### src/rtl/m_mem_ctrl.sv
//==============================================================================
// Module      : m_mem_ctrl
// Description : M-stage data-memory access sequencer. Takes one load/store per
//               instruction, drives a req/ack data-memory bus with lane-shifted
//               write data and byte enables, stalls the pipeline while the
//               access is in flight and returns lane-extracted, sign/zero
//               extended load data.
//
// Parameters  : TIMEOUT_CYCLES - max REQ cycles without mem_ack before a bus
//                                error is reported (0 disables the timeout)
//               TIMER_W        - timeout counter width
//
// Ports       : clk, reset                      - clock, async active-high reset
//               cpu_req/we/type/sign/addr/wdata - access request from M stage
//               cpu_stall                       - freeze pipeline (combinational)
//               cpu_done/rdata/err              - completion pulse and results
//               mem_req/we/be/addr/wdata        - bus request side
//               mem_ack/rdata                   - bus response side
//
// Config      : MISALIGN_EXC_EN - when defined, misaligned half/word accesses
//                                 complete with cpu_err and no bus request;
//                                 when undefined, the low address bits are
//                                 forced to the natural alignment.
//
// Revision    : 1.0 - initial release
//==============================================================================
`default_nettype none

module m_mem_ctrl #(
    parameter int TIMEOUT_CYCLES = 16,
    parameter int TIMER_W        = 8
) (
    input  logic        clk,
    input  logic        reset,
    input  logic        cpu_req,
    input  logic        cpu_we,
    input  logic [1:0]  cpu_type,
    input  logic        cpu_sign,
    input  logic [31:0] cpu_addr,
    input  logic [31:0] cpu_wdata,
    output logic        cpu_stall,
    output logic        cpu_done,
    output logic [31:0] cpu_rdata,
    output logic        cpu_err,
    output logic        mem_req,
    output logic        mem_we,
    output logic [3:0]  mem_be,
    output logic [31:0] mem_addr,
    output logic [31:0] mem_wdata,
    input  logic        mem_ack,
    input  logic [31:0] mem_rdata
);

    // Access size encoding on cpu_type
    localparam logic [1:0] C_TYPE_NONE = 2'b00;
    localparam logic [1:0] C_TYPE_WORD = 2'b01;
    localparam logic [1:0] C_TYPE_HALF = 2'b10;
    localparam logic [1:0] C_TYPE_BYTE = 2'b11;

    // Sequencer states
    localparam logic [1:0] C_ST_IDLE = 2'd0;
    localparam logic [1:0] C_ST_REQ  = 2'd1;
    localparam logic [1:0] C_ST_DONE = 2'd2;
    localparam logic [1:0] C_ST_ERR  = 2'd3;

    localparam bit               C_TIMEOUT_EN = (TIMEOUT_CYCLES != 0);
    localparam logic [TIMER_W-1:0] C_TIMER_LAST =
        TIMER_W'((TIMEOUT_CYCLES > 0) ? (TIMEOUT_CYCLES - 1) : 0);

    logic [1:0]         state_q,  state_d;
    logic               we_q,     we_d;
    logic [1:0]         type_q,   type_d;
    logic               sign_q,   sign_d;
    logic [1:0]         off_q,    off_d;
    logic [3:0]         be_q,     be_d;
    logic [29:0]        addr_q,   addr_d;
    logic [31:0]        wdata_q,  wdata_d;
    logic [TIMER_W-1:0] timer_q,  timer_d;
    logic [31:0]        rdata_q,  rdata_d;

    logic               w_accept;
    logic               w_misalign;
    logic [1:0]         w_off;
    logic [3:0]         w_be;
    logic [31:0]        w_lane_mask;
    logic [31:0]        w_wdata;
    logic [31:0]        w_lanes;
    logic [31:0]        w_load_data;

    //--------------------------------------------------------------------------
    // Request decode: effective byte offset, lane enables, shifted store data
    //--------------------------------------------------------------------------
    always_comb begin
        w_accept = cpu_req && (cpu_type != C_TYPE_NONE);

`ifdef MISALIGN_EXC_EN
        w_misalign = ((cpu_type == C_TYPE_HALF) && cpu_addr[0]) ||
                     ((cpu_type == C_TYPE_WORD) && (cpu_addr[1:0] != 2'b00));
`else
        w_misalign = 1'b0;
`endif

        // The offset is always rounded down to the access size; with the
        // exception enabled a misaligned access never reaches the bus anyway.
        case (cpu_type)
            C_TYPE_WORD: w_off = 2'b00;
            C_TYPE_HALF: w_off = {cpu_addr[1], 1'b0};
            default:     w_off = cpu_addr[1:0];
        endcase

        case (cpu_type)
            C_TYPE_WORD: w_be = 4'b1111;
            C_TYPE_HALF: w_be = w_off[1] ? 4'b1100 : 4'b0011;
            C_TYPE_BYTE: w_be = 4'b0001 << w_off;
            default:     w_be = 4'b0000;
        endcase

        w_lane_mask = {{8{w_be[3]}}, {8{w_be[2]}}, {8{w_be[1]}}, {8{w_be[0]}}};
        w_wdata     = (cpu_wdata << {w_off, 3'b000}) & w_lane_mask;
    end

    //--------------------------------------------------------------------------
    // Load extraction from the registered lane offset
    //--------------------------------------------------------------------------
    always_comb begin
        w_lanes = mem_rdata >> {off_q, 3'b000};
        case (type_q)
            C_TYPE_HALF: w_load_data = {{16{sign_q & w_lanes[15]}}, w_lanes[15:0]};
            C_TYPE_BYTE: w_load_data = {{24{sign_q & w_lanes[7]}},  w_lanes[7:0]};
            default:     w_load_data = mem_rdata;
        endcase
    end

    //--------------------------------------------------------------------------
    // Next-state logic
    //--------------------------------------------------------------------------
    always_comb begin
        state_d = state_q;
        we_d    = we_q;
        type_d  = type_q;
        sign_d  = sign_q;
        off_d   = off_q;
        be_d    = be_q;
        addr_d  = addr_q;
        wdata_d = wdata_q;
        timer_d = timer_q;
        rdata_d = rdata_q;

        case (state_q)
            C_ST_IDLE: begin
                if (w_accept) begin
                    we_d    = cpu_we;
                    type_d  = cpu_type;
                    sign_d  = cpu_sign;
                    off_d   = w_off;
                    be_d    = w_be;
                    addr_d  = cpu_addr[31:2];
                    wdata_d = w_wdata;
                    timer_d = '0;
                    state_d = w_misalign ? C_ST_ERR : C_ST_REQ;
                end
            end

            C_ST_REQ: begin
                // An ack on the final timeout cycle still completes normally.
                if (mem_ack) begin
                    if (!we_q) begin
                        rdata_d = w_load_data;
                    end
                    state_d = C_ST_DONE;
                end else if (C_TIMEOUT_EN && (timer_q == C_TIMER_LAST)) begin
                    state_d = C_ST_ERR;
                end else begin
                    timer_d = timer_q + TIMER_W'(1);
                end
            end

            // The instruction still presented during DONE/ERR is the one
            // that just completed, so both return to IDLE unconditionally.
            C_ST_DONE: state_d = C_ST_IDLE;
            C_ST_ERR:  state_d = C_ST_IDLE;
            default:   state_d = C_ST_IDLE;
        endcase
    end

    //--------------------------------------------------------------------------
    // State registers
    //--------------------------------------------------------------------------
    always_ff @(posedge clk or posedge reset) begin
        if (reset) begin
            state_q <= C_ST_IDLE;
            we_q    <= 1'b0;
            type_q  <= C_TYPE_NONE;
            sign_q  <= 1'b0;
            off_q   <= 2'b00;
            be_q    <= 4'b0000;
            addr_q  <= '0;
            wdata_q <= '0;
            timer_q <= '0;
            rdata_q <= '0;
        end else begin
            state_q <= state_d;
            we_q    <= we_d;
            type_q  <= type_d;
            sign_q  <= sign_d;
            off_q   <= off_d;
            be_q    <= be_d;
            addr_q  <= addr_d;
            wdata_q <= wdata_d;
            timer_q <= timer_d;
            rdata_q <= rdata_d;
        end
    end

    //--------------------------------------------------------------------------
    // Outputs. cpu_stall is gated by reset so that an access abandoned by
    // reset releases the pipeline immediately even if cpu_req stays high.
    //--------------------------------------------------------------------------
    assign cpu_stall = !reset &&
                       (((state_q == C_ST_IDLE) && w_accept) || (state_q == C_ST_REQ));
    assign cpu_done  = (state_q == C_ST_DONE) || (state_q == C_ST_ERR);
    assign cpu_err   = (state_q == C_ST_ERR);
    assign cpu_rdata = rdata_q;

    assign mem_req   = (state_q == C_ST_REQ);
    assign mem_we    = we_q;
    assign mem_be    = be_q;
    assign mem_addr  = {addr_q, 2'b00};
    assign mem_wdata = wdata_q;

endmodule

`default_nettype wire

### config.mk
export PLATFORM = sky130hd
export DESIGN_NAME = m_mem_ctrl
export DESIGN_NICKNAME = d
export VERILOG_FILES = /design/src/rtl/m_mem_ctrl.sv
export SDC_FILE = /design/constraint.sdc
export NUM_CORES = 1
export LEC_CHECK = 0
export ABC_AREA = 1
export CORE_MARGIN = 2
export CORE_UTILIZATION = 45
export CTS_BUF_LIST = sky130_fd_sc_hd__clkbuf_16
export DETAILED_ROUTE_END_ITERATION = 6
export GPL_TIMING_DRIVEN = 1
export PLACE_DENSITY = 0.87
export SLEW_MARGIN = 20
export SYNTH_ARGS = -nofsm -noshare
export SYNTH_HDL_FRONTEND = slang
export SYNTH_SLANG_ARGS = --single-unit
### constraint.sdc
create_clock -name clk -period 11 [get_ports clk]
set_clock_uncertainty 0.2 [all_clocks]
set_input_delay 1.65 -clock clk [delete_from_list [all_inputs] [get_ports clk]]
set_output_delay 1.65 -clock clk [all_outputs]
set_load 0.005 [all_outputs]
# Word-level counts from Yosys, hierarchy flattened

Cells that the tools add are included.

Shift-type cells: 3
Reductions and logical operators: 14
Bitwise gates (word level): 4
Equality and inequality tests: 13
Muxes and demuxes: 12
Add/subtract/negate cells: 1

Operators by type and width:

| kind                                            | count |
|---|---|
| one-hot mux 32 bit (2 select lines)             | 1 |
| bitwise AND 32 bit                              | 1 |
| left shift 32 x 5 -> 32 bit                     | 1 |
| right shift 32 x 5 -> 16 bit                    | 1 |
| 2-to-1 mux 8 bit                                | 3 |
| one-hot mux 8 bit (2 select lines)              | 1 |
| == test 2 bit, second input constant            | 6 |
| one-hot mux 4 bit (3 select lines)              | 1 |
| adder 8 x 1 -> 8 bit, second input constant     | 1 |
| == test 8 x 4 -> 1 bit, second input constant   | 1 |
| 2-to-1 mux 2 bit                                | 3 |
| != test 2 bit, second input constant            | 3 |
| one-hot mux 2 bit (3 select lines)              | 1 |
| == test 2 x 1 -> 1 bit, second input constant   | 2 |
| 2-to-1 mux 4 bit                                | 1 |
| one-hot mux 2 bit (2 select lines)              | 1 |
| AND reduction 2 bit                             | 2 |
| AND reduction 4 bit                             | 1 |
| nonzero test 2 bit                              | 2 |
| left shift 1 x 2 -> 4 bit, first input constant | 1 |
| logical AND 1 bit                               | 3 |
| != test 3 x 1 -> 1 bit, second input constant   | 1 |
| AND reduction 3 bit                             | 1 |
| bitwise AND 1 bit                               | 2 |
| 5 further kinds                                 | 6 |

Logic and storage cells: 57
Register bits: 114
Output and inout port bits: 105
Input port bits: 104

# Longest topological paths before layout

Gate-level depths: netlist (run 1).

Depth in word-level cells: 5
Depth in mapped cells: 12

# Worst setup path after synthesis (run 1)

Ideal clock, no wire load.

Path kind: input -> output
From: input cpu_type[0]
To: output cpu_stall
Cell stages on the path: 6
Setup slack: 6.648 ns
Arrival: 2.502 ns
Cells stage by stage: inv_1 ha_1 nor2_1 nand3_2 buf_1 a21oi_1

Longest elaborated chain between the ends: 5

Ends and longest elaborated chain:

| element            | RTL line | text |
|---|---|---|
| start: declaration | 37       | `input logic [1:0] cpu_type,` |
| nonzero test 2 bit | 94       | `w_accept = cpu_req && (cpu_type != C_TYPE_NONE);` |
| logical AND 1 bit  | 94       |  |
| logical AND 1 bit  | 220      | `(((state_q == C_ST_IDLE) && w_accept) \|\| (state_q == C_ST_REQ));` |
| logical OR 1 bit   | 220      |  |
| logical AND 1 bit  | 219      | `assign cpu_stall = !reset &&` |
| end: declaration   | 41       | `output logic cpu_stall,` |

Every way passes these cells.

# Worst setup path in the final report (run 1)

From: input cpu_type[1]
To: output cpu_stall

The elaborated chain is that of the path after synthesis.

==> results of run 1 <==
-- flip-flops by register name, summed over array words and instances, names as in the netlist --
name / cells
off_q: 2
mem_be: 4
mem_we: 1
state_q: 2
sign_q: 1
type_q: 2
addr_q: 30
timer_q: 8
cpu_rdata: 32
mem_wdata: 32
-- synthesized netlist by cell type, drive strengths merged --
master  number  area share
buf         31       0.031
a21oi       49       0.043
o21ai       64       0.054
nand2      344        0.22
nor3         2      0.0035
inv         84       0.052
dfrtp      114        0.47
ha           4      0.0082
xor2         2      0.0029
nand4        2      0.0020
nand3       50       0.045
clkbuf       8      0.0051
conb         1     0.00061
or2         16       0.016
nand3b       2      0.0025
clkinv       1     0.00061
o21bai       1      0.0012
nor2        78       0.053
-- critical path: cells and delay by family --
family,cells,cell delay (ps)
fa+ha+maj,1,200
simple gates,2,200
compound gates,1,120
buf+inv,3,1160
-- report_power, final --
| part | internal (mW) | switching [mW] |
|---|---|---|
| clock network | 0.376 | 0.203 |
| registers | 0.552 | 0.0962 |
| logic | 0.351 | 0.295 |
| total | 1.28 | 0.595 |
-- routing by layer --
| layer | part of all wire | routed length (um) |
|---|---|---|
| met5 | 0 | 0 |
| met4 | 0.029 | 518 |
| met3 | 0.092 | 1670 |
| met2 | 0.48 | 8660 |
| met1 | 0.40 | 7310 |
-- logic make-up after synthesis --
| group | after synthesis | share of synthesized area |
|---|---|---|
| and+or+nand+nor | 494 | 0.336 |
| buffers and inverters | 124 | 0.0879 |
| AOI/OAI and AO/OA | 114 | 0.0979 |
| DFF | 114 | 0.466 |
| adders and majority gates | 4 | 0.00818 |
| xor gates and xnor gates | 2 | 0.00286 |
| other | 1 | 0.000613 |
-- path summary, 6_finish.rpt --
kind	from	to	slack [ps]	cells past startpoint
max	cpu_type[1]	cpu_stall	5830	7
min	cpu_rdata[6]	cpu_rdata[6]	280	2
max reg2reg	state_q[1]	mem_wdata[23]	8300	8
min reg2reg	cpu_rdata[6]	cpu_rdata[6]	280	2
max in group asynchronous	reset	cpu_rdata[0]	7830	3
min in group asynchronous	reset	mem_be[0]	1500	2
-- layout make-up --
class,instances,area [um^2],share of cell area
sequential,114,2850,0.323
tap,176,220,0.0249
timing repair buffer,209,2090,0.237
inverter,85,322,0.0364
multi-input combinational,616,2740,0.310
clock inverter,15,191,0.0217
clock buffer,17,425,0.0481
-- through the flow --
stage	utilization	total power, mW	setup WS [ps]	cell area [um^2]
floorplan	-	0.932	6130	6120
global placement	0.620	1.28	5840	8210
detailed placement	0.620	1.29	5810	8210
CTS	0.666	1.88	5810	8820
global route	0.668	1.99	5740	8840
finish	0.668	1.87	5830	8840
==> impl_metrics.py, run 1 <==
metrics = {
    "die": {
        "die_h_um": 121,
        "die_w_um": 121,
        "start_util": 0.462,
        "ios": 209,
        "coreArea_um2": 13200,
        "die_area_um2": 14600,
        "rows": 42,
    },
    "detailed_routing": {
        "detail-route-antenna-nets": 0,
        "via_count": 6293,
        "drc": 0,
        "drt_iter0_drc": 548,
        "vias_per_cell": 5.11,
        "wirelength_um": 18200,
        "wire_per_inst_um": 14.7,
        "drt-pass1-iter-count": 5,
    },
    "cts": {
        "clk_latency_ps": 420,
        "cts_tree": "done",
        "htreeDepth": 4,
        "cts-resized-gates": 0,
        "numClockSinks": 114,
        "cts-buffers-inserted": 17,
        "clk_path_buf_depth": 2,
        "postCtsHoldBufs": 0,
        "root_buffer": "clkbuf_16",
        "postCtsSetupBuffers": 0,
        "cts.clk_slew.worst_paths_ps": 50,
    },
    "placed_design": {
        "place.gp.congestion": 0.960,
        "dp.cells": 1199,
        "io_buffers": 206,
        "dp_hpwl_um": 12600,
    },
    "timing": {
        "hold_violations": 0,
        "timing.fmax_mhz": 193,
        "fin_crit_ps": 5170,
        "tns_ps": 0,
        "worstMarginPinSlew_ps": 929,
        "grt_setup_unrepaired": "false",
        "setup_violations": 0,
        "drv_slew": 0,
        "layout_worst_path_cycle_share": 0.470,
        "holdWs_ps": 276,
        "relSlewSlack": 0.381,
    },
    "finish": {
        "areaGrowthSynthToFinish_pct": 44.4,
        "num_antenna_cells": 0,
        "layout-drive-gt1-share": 0.0672,
        "nets": 1151,
        "fin_cells": 1232,
        "fillers": 1108,
        "mostFrequentLayoutCells": "nand2_1, clkdlybuf4s50_1, dfrtp_1",
        "final_common_cell": "nand2_1",
    },
    "pwr": {
        "p_leak_nw": 4.36,
        "peakVddDrop_mv": 0.108,
        "power.density_nw_per_um2": 212,
    },
    "synth": {
        "syn-mean-instance-area_um2": 7.18,
        "yosysWarnings": 0,
        "ys_ff_latch": 114,
        "syn_area_um2": 6120,
        "yosysSeqAreaShare": 0.466,
        "ys_types": 34,
        "syn_inst": 853,
    },
    "global_routing": {
        "antenna_found_initial": 0,
        "gr-total-overflow": 0,
        "use_met1": 0.318,
        "grt_max_degree": 78,
        "grt_usage": 0.254,
        "busiest_layer": "met2",
        "grt_use_met3": 0.0698,
        "use_met2": 0.411,
        "first_global_vias": 5972,
        "grt_pass1_wl_um": 28800,
    },
    "critical_path": {
        "crit_path_frequent_cell": "clkdlybuf4s50_1",
        "crit_type": "in -> out",
        "end_kind": "output pin",
        "crit_slowest_cell": "clkdlybuf4s50_1",
        "start_kind": "input port",
        "critPathRequiredTime_ps": 9150,
        "worstPathMaxFanout": 5,
        "max_stage_delay_ps": 550,
        "crit_arrival_ps": 3320,
        "crit_chain": "clkdlybuf4s50_1 > inv_1 > ha_1 > nor2_1 > nand3_2 > a21oi_1 > clkdlybuf4s50_1",
    },
    "run": {
        "maxCapViolCount": 0,
    },
    "hold_path": {
        "min_path_type": "reg -> reg",
    },
    "run_status": {
        "status": "complete, no violations",
    },
}
(Power assumes the default switching activity.)
==> run 2: changes to the inputs <==
- clock period: 11 -> 5.25 ns (I/O delays scaled with it)
==> impl_metrics.py, run 2 (synthesized netlist as in run 1, its figures left out) <==
metrics = {
    "hold_path": {
        "min-delay-start": "cpu_rdata[6]",
        "min_path_type": "reg -> reg",
    },
    "timing": {
        "relSlewSlack": 0.381,
        "tns_ps": 0,
        "worstMarginPinSlew_ps": 929,
        "holdWs_ps": 275,
        "fin_crit_ps": 3520,
        "grt_setup_unrepaired": "false",
        "timing.fmax_mhz": 284,
        "layout_worst_path_cycle_share": 0.671,
        "setup_violations": 0,
        "hold_violations": 0,
        "finalWorstSetupSlack_ps": 1730,
        "drv_slew": 0,
    },
    "detailed_routing": {
        "drt_iter0_drc": 500,
        "drc": 0,
        "via_count": 6140,
        "vias_per_cell": 4.98,
        "drt-pass1-iter-count": 6,
        "wirelength_um": 17900,
        "detail-route-antenna-nets": 0,
        "wire_per_inst_um": 14.5,
    },
    "finish": {
        "mostFrequentLayoutCells": "nand2_1, clkdlybuf4s50_1, dfrtp_1",
        "multi_input_area_um2": 2740,
        "areaGrowthSynthToFinish_pct": 43.7,
        "nets": 1152,
        "regArea_um2": 2850,
        "post-route-util": 0.664,
        "layout-drive-gt1-share": 0.0691,
        "num_antenna_cells": 0,
        "fillers": 1150,
        "final_common_cell": "nand2_1",
        "fin_area_um2": 8800,
    },
    "global_routing": {
        "gr-total-overflow": 0,
        "antenna_found_initial": 0,
        "grt_max_degree": 78,
        "grt_pass1_wl_um": 28300,
        "first_global_vias": 5790,
        "grt_usage": 0.249,
    },
    "critical_path": {
        "crit_arrival_ps": 2540,
        "startpoint": "cpu_type[1]",
        "crit_family": "buffers and inverters",
        "rr_startpoint": "state_q[1]",
        "crit_chain": "clkdlybuf4s50_1 > inv_1 > ha_1 > nor2_1 > nand3_2 > a21oi_1 > clkdlybuf4s50_1",
        "max_stage_delay_ps": 550,
        "start_kind": "input port",
        "critPathRequiredTime_ps": 4260,
        "end_kind": "output pin",
        "crit_slowest_cell": "clkdlybuf4s50_1",
        "path_buf_inv": 3,
        "crit_type": "in -> out",
        "worstPathMaxFanout": 5,
        "crit_path_frequent_cell": "clkdlybuf4s50_1",
        "ff2ff_setup_slack_ps": 2540,
    },
    "die": {
        "ios": 209,
        "die_w_um": 121,
        "start_util": 0.462,
        "rows": 42,
        "die_h_um": 121,
        "die_area_um2": 14600,
        "coreArea_um2": 13200,
    },
    "cts": {
        "htreeDepth": 4,
        "postCtsSetupBuffers": 0,
        "cts-buffers-inserted": 17,
        "clk_path_buf_depth": 2,
        "cts-resized-gates": 0,
        "cts_tree": "done",
        "clk_latency_ps": 410,
        "postCtsHoldBufs": 0,
        "numClockSinks": 114,
        "cts.clk_slew.worst_paths_ps": 50,
        "root_buffer": "clkbuf_16",
    },
    "placed_design": {
        "dp_hpwl_um": 12600,
        "io_buffers": 206,
        "placed_cell_area_um2": 8210,
        "place_worst_setup_slack_ps": 1430,
        "place.gp.congestion": 0.958,
    },
    "pwr": {
        "power.density_nw_per_um2": 434,
        "peakVddDrop_mv": 0.261,
        "p_leak_nw": 4.34,
    },
    "run_status": {
        "status": "complete, no violations",
    },
    "run": {
        "maxCapViolCount": 0,
    },
}
run 2: cell types whose count changed in the layout (fill, tap and decap cells not counted):
| cell | previous run | this run |
|---|---|---|
| clkinv_4 | 3 | 0 |
| clkinv_1 | 3 | 2 |
| clkinvlp_4 | 2 | 5 |
| clkinv_2 | 2 | 4 |
| inv_6 | 1 | 2 |
| bufinv_16 | 4 | 2 |
| buf_4 | 2 | 3 |
run 2: stage by stage:
stage	total power, mW	instances
finish	3.82	1233
global route	4.05	1233
CTS	3.84	1232
detailed placement	2.71	1200
global placement	2.67	1200
floorplan	1.95	854
run 2: power breakdown:
group | switching (mW) | internal [mW]
sequential | 0.201 | 1.16
clock | 0.420 | 0.692
combinational | 0.616 | 0.737
total | 1.24 | 2.59
run 2: worst register-to-register path, stage by stage, from the launching register on:
cell     delay, ps
dfrtp_1        450
inv_2           70
nand3_2         80
buf_4          610
inv_2          570
nand2_2        290
nand2_2        170
nand2_1        110
nand2_1         50
run 2: worst paths after layout:
kind / endpoint / cells past startpoint
max reg2reg: mem_wdata[23] / 8
min: cpu_rdata[6] / 2
max in group asynchronous: addr_q[17] / 3
min in group asynchronous: timer_q[6] / 2
min reg2reg: cpu_rdata[6] / 2
max: cpu_stall / 7
run 2: layer usage:
metal,GRT usage,vias up,share of wire
li1,-,3028,-
met1,0.306,2758,0.40
met2,0.402,295,0.47
met3,0.0788,59,0.098
met4,0.108,0,0.036
met5,0,-,0
run 2: final cells by class:
| class | count | area share |
|---|---|---|
| Clock buffer | 17 | 0.0484 |
| Multi-Input combinational cell | 616 | 0.311 |
| Inverter | 85 | 0.0365 |
| Clock inverter | 15 | 0.0162 |
| Tap cell | 176 | 0.0250 |
| Sequential cell | 114 | 0.324 |
| Timing Repair Buffer | 210 | 0.239 |
==> run 3: changes to the inputs <==
- clock period: 5.25 -> 3.3 ns (I/O delays scaled with it)
==> impl_metrics.py, run 3 (synthesized netlist as in run 1, its figures left out) <==
metrics = {
    "critical_path": {
        "startpoint": "cpu_type[0]",
        "rr_startpoint": "off_q[0]",
        "ff2ff_setup_slack_ps": 1130,
        "rr_worst_depth": 8,
        "crit_path_frequent_cell": "clkdlybuf4s50_1",
        "crit_type": "in -> out",
        "crit_arrival_ps": 2190,
        "max_stage_delay_ps": 510,
        "critPathRequiredTime_ps": 2600,
        "crit_chain": "clkdlybuf4s50_1 > inv_1 > ha_1 > nor2_1 > nand3_2 > a21oi_1 > clkdlybuf4s50_1",
        "r2r-end": "cpu_rdata[24]",
        "crit_slowest_cell": "clkdlybuf4s50_1",
        "worstPathMaxFanout": 5,
        "start_kind": "input port",
        "end_kind": "output pin",
    },
    "cts": {
        "cts_tree": "done",
        "cts-resized-gates": 0,
        "numClockSinks": 114,
        "htreeDepth": 4,
        "postCtsSetupBuffers": 0,
        "cts.clk_slew.worst_paths_ps": 50,
        "cts-buffers-inserted": 17,
        "root_buffer": "clkbuf_16",
        "clk_path_buf_depth": 2,
        "clk_latency_ps": 410,
        "postCtsHoldBufs": 0,
    },
    "hold_path": {
        "min_path_type": "reg -> reg",
        "holdPathStages": 2,
        "holdPathEnd": "mem_wdata[31]",
        "min-delay-start": "mem_wdata[31]",
    },
    "pwr": {
        "power.density_nw_per_um2": 676,
        "power_mw": 5.95,
        "swShare": 0.323,
        "p_leak_nw": 4.37,
        "clock_power_share": 0.269,
        "p_int_mw": 4.03,
        "p_switching_mw": 1.92,
        "peakVddDrop_mv": 0.350,
        "pwr-share-seq": 0.359,
        "comb_power_share": 0.372,
    },
    "finish": {
        "post-route-util": 0.664,
        "regArea_um2": 2850,
        "areaGrowthSynthToFinish_pct": 43.8,
        "layout-drive-gt1-share": 0.0687,
        "num_antenna_cells": 0,
        "multi_input_area_um2": 2730,
        "fillers": 1109,
        "mostFrequentLayoutCells": "nand2_1, clkdlybuf4s50_1, dfrtp_1",
        "nets": 1160,
        "final_common_cell": "nand2_1",
    },
    "timing": {
        "worstMarginPinSlew_ps": 811,
        "relSlewSlack": 0.458,
        "fin_crit_ps": 2890,
        "grt_setup_unrepaired": "false",
        "tns_ps": 0,
        "setup_violations": 0,
        "finalWorstSetupSlack_ps": 413,
        "drv_slew": 0,
        "timing.fmax_mhz": 346,
        "hold_violations": 0,
        "layout_worst_path_cycle_share": 0.875,
    },
    "global_routing": {
        "grt_usage": 0.256,
        "grt_max_degree": 115,
        "first_global_vias": 5924,
        "grt_pass1_wl_um": 29000,
        "antenna_found_initial": 0,
        "gr-total-overflow": 0,
    },
    "placed_design": {
        "io_buffers": 206,
        "place.gp.congestion": 1.02,
        "dp_hpwl_um": 13000,
        "place_worst_setup_slack_ps": 268,
    },
    "detailed_routing": {
        "wire_per_inst_um": 14.9,
        "drt_iter0_drc": 626,
        "via_count": 6292,
        "drc": 0,
        "vias_per_cell": 5.08,
        "drt-pass1-iter-count": 5,
        "wirelength_um": 18400,
        "detail-route-antenna-nets": 0,
    },
    "die": {
        "coreArea_um2": 13200,
        "die_w_um": 121,
        "ios": 209,
        "rows": 42,
        "start_util": 0.462,
        "die_area_um2": 14600,
        "die_h_um": 121,
    },
    "run_status": {
        "status": "complete, no violations",
    },
    "run": {
        "maxCapViolCount": 0,
    },
}
-- run 3: how the worst max path moves through the flow --
| stage | slack (ps) | to | cells past startpoint |
|---|---|---|---|
| after floorplan | 1220 | addr_q[0] | 1 |
| after global routing | 320 | cpu_stall | 7 |
| after CTS | 400 | cpu_stall | 7 |
| after global placement | 330 | mem_wdata[19] | 10 |
| final | 410 | cpu_stall | 7 |
| after detailed placement | 270 | mem_wdata[19] | 10 |
-- run 3: metal layers --
metal / GRT usage / up-vias / share of wire
li1: - / 3034 / -
met1: 0.324 / 2882 / 0.41
met2: 0.418 / 338 / 0.48
met3: 0.0807 / 38 / 0.093
met4: 0.0807 / 0 / 0.021
met5: 0 / - / 0
-- run 3: worst max-delay path, delay by kind of cell --
kind	cells	cell delay [ps]
compound gates	1	160
fa+ha+maj	1	200
buf+inv	3	1090
simple gates	2	240
-- run 3: area by class of cell --
type / instances / area share
sequential: 114 / 0.324
multi-input combinational: 616 / 0.311
timing repair buffer: 218 / 0.246
inverter: 85 / 0.0367
clock buffer: 17 / 0.0483
clock inverter: 12 / 0.00910
tap: 176 / 0.0250
-- run 3: power groups by stage --
| stage | sequential, mW | clock (mW) | combinational (mW) |
|---|---|---|---|
| after floorplan | 2.12 | 0 | 0.981 |
| after detailed placement | 2.14 | 0 | 2.20 |
| after global routing | 2.18 | 1.70 | 2.43 |
| final | 2.14 | 1.60 | 2.21 |
| after global placement | 2.14 | 0 | 2.15 |
| after CTS | 2.13 | 1.63 | 2.22 |
-- run 3: stage by stage --
stage | hold WS, ps | instances | instance area, um^2
2_1_floorplan | 272 | 854 | 6130
3_3_place_gp | 261 | 1209 | 8290
3_5_place_dp | 264 | 1209 | 8290
4_1_cts | 279 | 1238 | 8800
5_1_grt | 288 | 1238 | 8800
6_report | 274 | 1238 | 8800
